--- config.mk ---
export PLATFORM = sky130hd
export DESIGN_NAME = crc32_fifo_ctrl
export DESIGN_NICKNAME = d
export VERILOG_FILES = /design/src/rtl/crc32_pkg.sv /design/src/rtl/crc32_word_step.sv /design/src/rtl/crc32_fifo_ctrl.sv
export SDC_FILE = /design/constraint.sdc
export NUM_CORES = 1
export LEC_CHECK = 0
export ABC_AREA = 1
export CORE_MARGIN = 2
export CORE_UTILIZATION = 31
export DETAILED_ROUTE_END_ITERATION = 10
export PLACE_DENSITY = 0.55
export SLEW_MARGIN = 20
export SYNTH_ARGS = -nofsm -noshare
export SYNTH_HDL_FRONTEND = slang
export SYNTH_SLANG_ARGS = --single-unit
--- constraint.sdc ---
create_clock -name clock -period 4.26 [get_ports clock]
set_clock_uncertainty 0.2 [all_clocks]
set_input_delay 0.852 -clock clock [delete_from_list [all_inputs] [get_ports clock]]
set_output_delay 0.852 -clock clock [all_outputs]
set_load 0.01 [all_outputs]
--- src/rtl/crc32_pkg.sv ---
// Shared constants and state encoding for the CRC-32 frame sequencer.
// The CRC is the reflected IEEE 802.3 variant.
package crc32_pkg;

   localparam logic [31:0] CRC32_POLY   = 32'hEDB88320;
   localparam logic [31:0] CRC32_INIT   = 32'hFFFFFFFF;
   localparam logic [31:0] CRC32_XOROUT = 32'hFFFFFFFF;

   // Controller phases: waiting to start, reading the header word,
   // folding payload words, and holding the finished CRC for the consumer.
   typedef enum logic [1:0] {
      IDLE = 2'd0,
      HDR  = 2'd1,
      DATA = 2'd2,
      DONE = 2'd3
   } ctrlState_t;

endpackage

--- src/rtl/crc32_word_step.sv ---
// Combinational single-word CRC-32 update. Folds a whole 32-bit word into
// the running CRC in one pass. It is kept free of controller details so
// that other CRC blocks can reuse it.
module crc32_word_step
   import crc32_pkg::*;
(
   input  logic [31:0] crc_in,
   input  logic [31:0] data,
   output logic [31:0] next_crc
);

   logic [31:0] crcWork;

   // Bytes go in from byte 0 upward, and bits go in LSB first within each
   // byte. That order is simply data[0] through data[31]. Each step is one
   // shift of the reflected LFSR. The polynomial is XORed in whenever the
   // bit shifted out differs from the incoming data bit.
   always_comb begin
      crcWork = crc_in;
      for (int i = 0; i < 32; i++) begin
         if (crcWork[0] ^ data[i]) begin
            crcWork = (crcWork >> 1) ^ CRC32_POLY;
         end else begin
            crcWork = crcWork >> 1;
         end
      end
      next_crc = crcWork;
   end

endmodule

--- src/rtl/crc32_fifo_ctrl.sv ---
// Frame sequencer. It pops a length header from a show-ahead FIFO, then
// that many payload words, and folds each payload word into a CRC-32.
// The finished CRC is offered on a valid/ready pair, and each accepted
// frame is counted.
module crc32_fifo_ctrl
   import crc32_pkg::*;
#(
   parameter int LEN_W = 16,
   parameter int CNT_W = 16
) (
   input  logic             clock,
   input  logic             reset,
   input  logic             enable,
   input  logic             fifo_empty,
   input  logic [31:0]      fifo_rdata,
   output logic             fifo_ren,
   output logic             crc_valid,
   input  logic             crc_ready,
   output logic [31:0]      crc_data,
   output logic [LEN_W-1:0] crc_len,
   output logic             busy,
   output logic [CNT_W-1:0] frame_cnt
);

   ctrlState_t       state;
   ctrlState_t       nextState;
   logic [LEN_W-1:0] remaining;
   logic [31:0]      crcReg;
   logic [31:0]      crcNext;
   logic [LEN_W-1:0] lengthField;

   assign lengthField = fifo_rdata[LEN_W-1:0];

   crc32_word_step u_step (
      .crc_in   (crcReg),
      .data     (fifo_rdata),
      .next_crc (crcNext)
   );

   // The state register. Reset drops straight back to IDLE so that a
   // partial frame is thrown away together with the FIFO contents.
   always_ff @(posedge clock or posedge reset) begin
      if (reset) begin
         state <= IDLE;
      end else begin
         state <= nextState;
      end
   end

   // Next-state and pop decode. A pop happens only while the FIFO has a
   // word and we are reading a header or payload. The popped word is
   // consumed on the same edge, so there is never an outstanding read.
   always_comb begin
      nextState = state;
      fifo_ren  = 1'b0;
      case (state)
         IDLE: begin
            if (enable) begin
               nextState = HDR;
            end
         end
         HDR: begin
            if (!fifo_empty) begin
               fifo_ren  = 1'b1;
               nextState = (lengthField == '0) ? DONE : DATA;
            end
         end
         DATA: begin
            if (!fifo_empty) begin
               fifo_ren = 1'b1;
               if (remaining == LEN_W'(1)) begin
                  nextState = DONE;
               end
            end
         end
         DONE: begin
            if (crc_ready) begin
               nextState = IDLE;
            end
         end
         default: nextState = IDLE;
      endcase
   end

   // Frame datapath. The header loads the length and restarts the CRC.
   // Each payload pop folds in one word. The final pop publishes the
   // complemented CRC, and crc_data/crc_len then stay put until the next
   // frame overwrites them. An empty frame publishes zero straight away.
   always_ff @(posedge clock or posedge reset) begin
      if (reset) begin
         remaining <= '0;
         crcReg    <= CRC32_INIT;
         crc_data  <= '0;
         crc_len   <= '0;
      end else begin
         if (state == HDR && !fifo_empty) begin
            crc_len   <= lengthField;
            remaining <= lengthField;
            crcReg    <= CRC32_INIT;
            if (lengthField == '0) begin
               crc_data <= '0;
            end
         end else if (state == DATA && !fifo_empty) begin
            crcReg    <= crcNext;
            remaining <= remaining - LEN_W'(1);
            if (remaining == LEN_W'(1)) begin
               crc_data <= crcNext ^ CRC32_XOROUT;
            end
         end
      end
   end

   // Count a frame only when the consumer actually takes the CRC. A ready
   // seen outside DONE has no effect. The counter wraps freely.
   always_ff @(posedge clock or posedge reset) begin
      if (reset) begin
         frame_cnt <= '0;
      end else if (state == DONE && crc_ready) begin
         frame_cnt <= frame_cnt + CNT_W'(1);
      end
   end

   assign crc_valid = (state == DONE);
   assign busy      = (state != IDLE);

endmodule

Word level (Yosys, flattened, before mapping)

Index checks and enable logic that the tools add are counted.

Flip-flop bits (word level): 114
Bits in latches: 0
RAM bits: 0
Bits in read-only memories: 0
Word-level logic and storage cells: 144
Memories: 0

$add $sub $neg: 2
$mul: 0
Divide/modulo/power cells: 0
Magnitude comparators: 0
Equality and inequality tests: 10
Shift-type cells: 0
Muxes and demuxes: 49
Bitwise gates (word level): 65
Reductions and logical operators: 12

Operators by type and width:

| operator              | number |
|---|---|
| $mux 32               | 38 |
| $not 13->14           | 32 |
| $mux 16               | 2 |
| $not 32->32           | 1 |
| $xor 1x1->1           | 32 |
| $add 16x1->16 const B | 1 |
| $eq 16x1->1 const B   | 1 |
| $logic_not 16->1      | 1 |
| $sub 16x1->16 const B | 1 |
| $mux 2                | 5 |
| $ne 2x2->1 const B    | 4 |
| $pmux 2 s4            | 1 |
| $reduce_bool 2->1     | 3 |
| $reduce_and 5->1      | 1 |
| $eq 2x2->1 const B    | 2 |
| $ne 2x1->1 const B    | 2 |
| $logic_and 1x1->1     | 3 |
| $mux 1                | 3 |
| $reduce_and 3->1      | 1 |
| $eq 2x1->1 const B    | 1 |
| $logic_not 2->1       | 1 |
| $reduce_or 2->1       | 1 |
| $logic_not 1->1       | 1 |

Depth between registers and ports, before layout

Gate-level depths: netlist (run 1).

Word-level depth: 68
Mapped depth: 31
Mapped depth without buffers: 30

Hierarchy

Synthesis (run 1) repeated with hierarchy kept, for this count alone.

Cell total of the unflattened synthesis: 1,642
Area total of the unflattened synthesis: 10,681.5 um^2

By module, submodules not included:

| module          | times used | cells each | area each (um^2) | seq. area each (um^2) |
|---|---|---|---|---|
| crc32_fifo_ctrl | 1          | 668        | 5,416.4          | 2,892.8 |
| crc32_word_step | 1          | 974        | 5,265.0          | 0.0 |

Worst setup path after synthesis (run 1)

No wires, ideal clock.

Path kind: input to register
Start point: input fifo_rdata[2]
End point: register crc_data[18]
Library setup time: 0.118 ns
Arrival time: 2.963 ns
Required time: 3.942 ns
Path slack: 0.979 ns
Stages: 24
Path buffers: 0
Cell sequence: inv_2 > nand2_1 > nand2_2 > nand3_1 > nand2_2 > nand3_1 > nand2_4 > inv_2 > nand2_1 > nand2_1 > nand3_1 > nand2_2 > nand2_1 > nand2_1 > nand2_1 > nand3_1 > nand2_2 > nand2_2 > nand2_4 > nand2_1 > nand3_1 > nand2_1 > nand3_1 > nand2_1

Longest elaborated chain between the ends: 48
Elaborated cells on any way between the ends: 80
Classes of those cells: 1 x eq/ne; 33 x mux; 44 x bitwise; 2 x reduce/logical

RTL lines:

| element                                                        | line                   | RTL |
|---|---|---|
| start: declaration                                             | crc32_fifo_ctrl.sv:15  | `input logic [31:0] fifo_rdata,` |
| $xor 1x1->1                                                    | crc32_word_step.sv:21  | `if (crcWork[0] ^ data[i]) begin` |
| $mux 32                                                        | crc32_word_step.sv:21  |  |
| $mux 32 / $not 13->14 (equally long branches)                  | -                      |  |
| $mux 32 (3 in a row)                                           | crc32_word_step.sv:21  |  |
| $mux 32 / $not 13->14 (equally long branches)                  | -                      |  |
| $xor 1x1->1, or another cell as far along                      | crc32_word_step.sv:21  |  |
| $mux 32                                                        | crc32_word_step.sv:21  |  |
| $not 13->14 (no source line) / $mux 32 (equally long branches) | -                      |  |
| [29 not listed]                                                | -                      |  |
| $not 13->14 (no source line)                                   | -                      |  |
| $mux 32                                                        | crc32_word_step.sv:21  |  |
| $not 13->14 (no source line)                                   | -                      |  |
| $mux 32 (2 in a row)                                           | crc32_word_step.sv:21  |  |
| $not 32->32 (no source line)                                   | -                      |  |
| $mux 32                                                        | crc32_fifo_ctrl.sv:106 | `if (remaining == LEN_W'(1)) begin` |
| $mux 32                                                        | crc32_fifo_ctrl.sv:103 | `end else if (state == DATA && !fifo_empty) begin` |
| $mux 32                                                        | crc32_fifo_ctrl.sv:96  | `if (state == HDR && !fifo_empty) begin` |
| end signal: assignment                                         | crc32_fifo_ctrl.sv:107 | `crc_data <= crcNext ^ CRC32_XOROUT;` |
| end: declaration                                               | crc32_fifo_ctrl.sv:19  | `output logic [31:0] crc_data,` |

Parallel ways exist; a longest one is shown, timed or not. The select of a mux whose other input is x is not followed.
A chain may end at the register's enable or synchronous reset.

Worst setup path after layout (run 1)

Start point: input fifo_rdata[14]
End point: register crcReg[6]

Longest elaborated chain between the ends: 27
Elaborated cells on any way between the ends: 31
Classes of those cells: 20 x mux; 11 x bitwise

RTL lines:

| element                                                             | line                   | RTL |
|---|---|---|
| $xor 1x1->1 *                                                       | crc32_word_step.sv:21  |  |
| $mux 32 * (2 in a row)                                              | crc32_word_step.sv:21  |  |
| $not 13->14 (no source line)                                        | -                      |  |
| $mux 32 *                                                           | crc32_word_step.sv:21  |  |
| $not 13->14 (no source line)                                        | -                      |  |
| $mux 32 *                                                           | crc32_word_step.sv:21  |  |
| $not 13->14 (no source line)                                        | -                      |  |
| $mux 32 * (4 in a row)                                              | crc32_word_step.sv:21  |  |
| $not 13->14 (no source line)                                        | -                      |  |
| $mux 32 * (6 in a row)                                              | crc32_word_step.sv:21  |  |
| $not 13->14 (no source line)                                        | -                      |  |
| $mux 32 *                                                           | crc32_word_step.sv:21  |  |
| parallel branches: the longest is 1 deep, another holds $xor 1x1->1 | -                      |  |
| $mux 32 * (3 in a row)                                              | crc32_word_step.sv:21  |  |
| $mux 32 *                                                           | crc32_fifo_ctrl.sv:103 |  |
| $mux 32 *                                                           | crc32_fifo_ctrl.sv:96  |  |
| end signal: assignment                                              | crc32_fifo_ctrl.sv:104 | `crcReg <= crcNext;` |
| end: declaration                                                    | crc32_fifo_ctrl.sv:28  | `logic [31:0] crcReg;` |

Mark *: on every way between the ends. The select of a mux whose other input is x is not followed.

==> run metrics, run 1 <==
Worst Setup Start Kind=input pin; worst-path cell chain=clkdlybuf4s50_1, xor2_1, nand3_1, nand3_1, buf_4, nand3_1, nand2_1, nand2_1, nand3_1, nand2_2, nand2_1, nand2_1, nand3_1, nand3_2, nand2_4, nand2_2, nand2_4, xor2_1, nand2_1, nand2_2, o21ai_1; WL/cell=15.8 um; DRC=0; Die X=187 um; critical-path maximum fanout=9; FF+latch count, synth=114; layout cells sized above 1=0.220; Place WS=-578 ps; IO buf count=103; final setup violation count=0; Synth warnings=0; die area=0.0349 mm2; CTS tree=done; area delta synth->final=37.5%; Synth cell types=42; clock buffer count from CTS=17; Iter 0 DRT Violations=833; height of the die=187 um; Seq/Total Area, Yosys=0.280; WS Path Type=input pin to flop; Routed Antenna Nets=0; initial antenna violation count=0; most frequent cells in the layout=719 x nand2_1, 200 x buf_4, 191 x nand3_1, 126 x inv_1, 96 x xor2_1; status=finished clean; Post-synth top flop=dfrtp_1; clk_lat worst skew=420 ps; asr flop ratio synth=1.00; I/O Pins=104; cell area after synthesis=0.0103 mm2; Longest Clk Path Bufs=2; final WL=38,000 um; clock sink count=114; gr usage total=0.218; Starting Density=0.316; Req. time, crit path=4380 ps; most common cell after layout, fill and taps aside=nand2_1; post-layout worst setup margin=322 ps; max_slew headroom=0.482; Max Transition Viols Final=0; vias in the first global route=10.8k; vias per cell=4.74; Core Rows=66; Post-synth EDFFs=0; syn avg cell area=6.30 um2; fmax=254 MHz; Setup crit end kind=flop; class of the worst hold path=flop to flop; Clock transition at path regs=60 ps; worst-margin pin slew=778 ps; Vias=11.4k; Largest stage delay, worst path=630 ps; RSZ-0062 raised after global routing=no; ant diodes=0; Slowest-stage cell, CP=clkdlybuf4s50_1; fin crit period=3940 ps; Detail Placement HPWL=31,300 um; crit share post-route=0.924; Cells after Synth=1,641; clk root buf=clkbuf_16; grt ovf=0; DR pass1 iterations=7; H-tree depth=4; final hold vios=0; syn_nets=1,686; Worst Path Arrival=4060 ps; Core ar.=0.0327 mm2; total of max-cap violations=0; first-pass GRT wire length=59,700 um; RePlAce Congestion=0.933; largest net degree at the start of global routing=77; fin nets=1,987
==> critical path: cells and delay by family <==
family / cells / cell delay [ps]
compound gates: 1 / 90
buf+inv: 2 / 770
xor+xnor: 2 / 360
simple gates: 16 / 1980
==> cell usage after synthesis (3+ instances only) <==
cell / number / area share
ha_1: 8 / 0.0097
buf_2: 6 / 0.0029
nand2_1: 729 / 0.26
inv_1: 127 / 0.046
dfstp_2: 32 / 0.081
inv_2: 19 / 0.0069
nand4_1: 13 / 0.0079
nor4_1: 5 / 0.0030
xnor2_1: 36 / 0.030
nand3_2: 11 / 0.011
nand3b_1: 9 / 0.0065
o21ai_0: 38 / 0.018
buf_4: 3 / 0.0022
a31oi_1: 12 / 0.0073
nand3_1: 195 / 0.094
nand2_2: 75 / 0.045
xor2_1: 100 / 0.085
a21oi_1: 10 / 0.0048
nand2_4: 17 / 0.019
clkbuf_1: 18 / 0.0065
o21ai_1: 13 / 0.0063
nor2_1: 54 / 0.020
dfrtp_1: 82 / 0.20
nor3_1: 3 / 0.0015
==> metal layers <==
| metal | share of wire | global-route usage | vias to the layer above | wire length [um] |
|---|---|---|---|---|
| li1 | - | - | 5759 | - |
| met4 | 0.012 | 0.0430 | 0 | 459 |
| met5 | 0 | 0 | - | 0 |
| met3 | 0.048 | 0.0276 | 27 | 1820 |
| met1 | 0.49 | 0.315 | 5304 | 18400 |
| met2 | 0.45 | 0.349 | 283 | 17200 |
==> layout make-up <==
class	instances	area [um2]
Fill cell	3485	18500
Multi-Input combinational cell	1348	6880
Sequential cell	114	2890
Timing Repair Buffer	312	2740
Inverter	149	572
Tap cell	442	553
Clock buffer	18	439
Clock inverter	14	154
==> worst paths after layout <==
check	startpoint	to	slack [ps]	cells after the start
max	fifo_rdata[14]	crcReg[6]	320	21
min	frame_cnt[15]	frame_cnt[15]	270	1
max reg2reg	crcReg[3]	crcReg[6]	530	26
min reg2reg	frame_cnt[15]	frame_cnt[15]	270	1
max in group asynchronous	reset	crcReg[31]	2350	3
min in group asynchronous	reset	crc_data[30]	700	2
==> registers in the layout, summed over array words and instances (netlist names) <==
signal and cells:
remaining 16, crc_len 16, state 2, frame_cnt 16
crc_data 32, crcReg 32
==> repair_timing <==
action	4_1_cts	5_1_grt
endpoints found under the setup margin	14	63
buffers inserted	2	0
pin swaps	1	1
hold buffers	0	0
gates resized for setup	4	37
==> kinds of logic after synthesis <==
kind of cell               after synthesis  synth area share
and+or+nand+nor                       1119             0.478
AOI/OAI and AO/OA                       81            0.0428
buffers and inverters                  179            0.0692
muxes                                    1           0.00109
xor gates and xnor gates               139             0.120
adders and majority gates                8           0.00968
DFF                                    114             0.280
==> metrics by stage <==
step	setup TNS [ps]	hold WS [ps]	std cells	util	cell area (um2)
2_1_floorplan	0	250	1641	-	10300
3_3_place_gp	-19690	256	2363	0.411	13500
3_5_place_dp	-21460	260	2363	0.411	13500
4_1_cts	0	273	2397	0.431	14100
5_1_grt	0	297	2397	0.435	14200
6_report	0	266	2397	0.435	14200
Power of run 1 is not shown: default switching activity piles up to over one toggle a cycle in this logic, so the estimate is an artifact.
==> inputs of run 2 (changes only) <==
--- a/config.mk
+++ b/config.mk
@@ -6,11 +6,13 @@
 export NUM_CORES = 1
 export LEC_CHECK = 0
 export ABC_AREA = 1
+export CAP_MARGIN = 20
 export CORE_MARGIN = 2
 export CORE_UTILIZATION = 31
+export CTS_CLUSTER_SIZE = 8
 export DETAILED_ROUTE_END_ITERATION = 10
 export PLACE_DENSITY = 0.55
-export SLEW_MARGIN = 20
+export SLEW_MARGIN = 5
 export SYNTH_ARGS = -nofsm -noshare
 export SYNTH_HDL_FRONTEND = slang
 export SYNTH_SLANG_ARGS = --single-unit
==> results of run 2 <==
Same layout as run 1: the final DEF is identical, and so are final timing and power.
Power of run 2 is left out for the same reason.
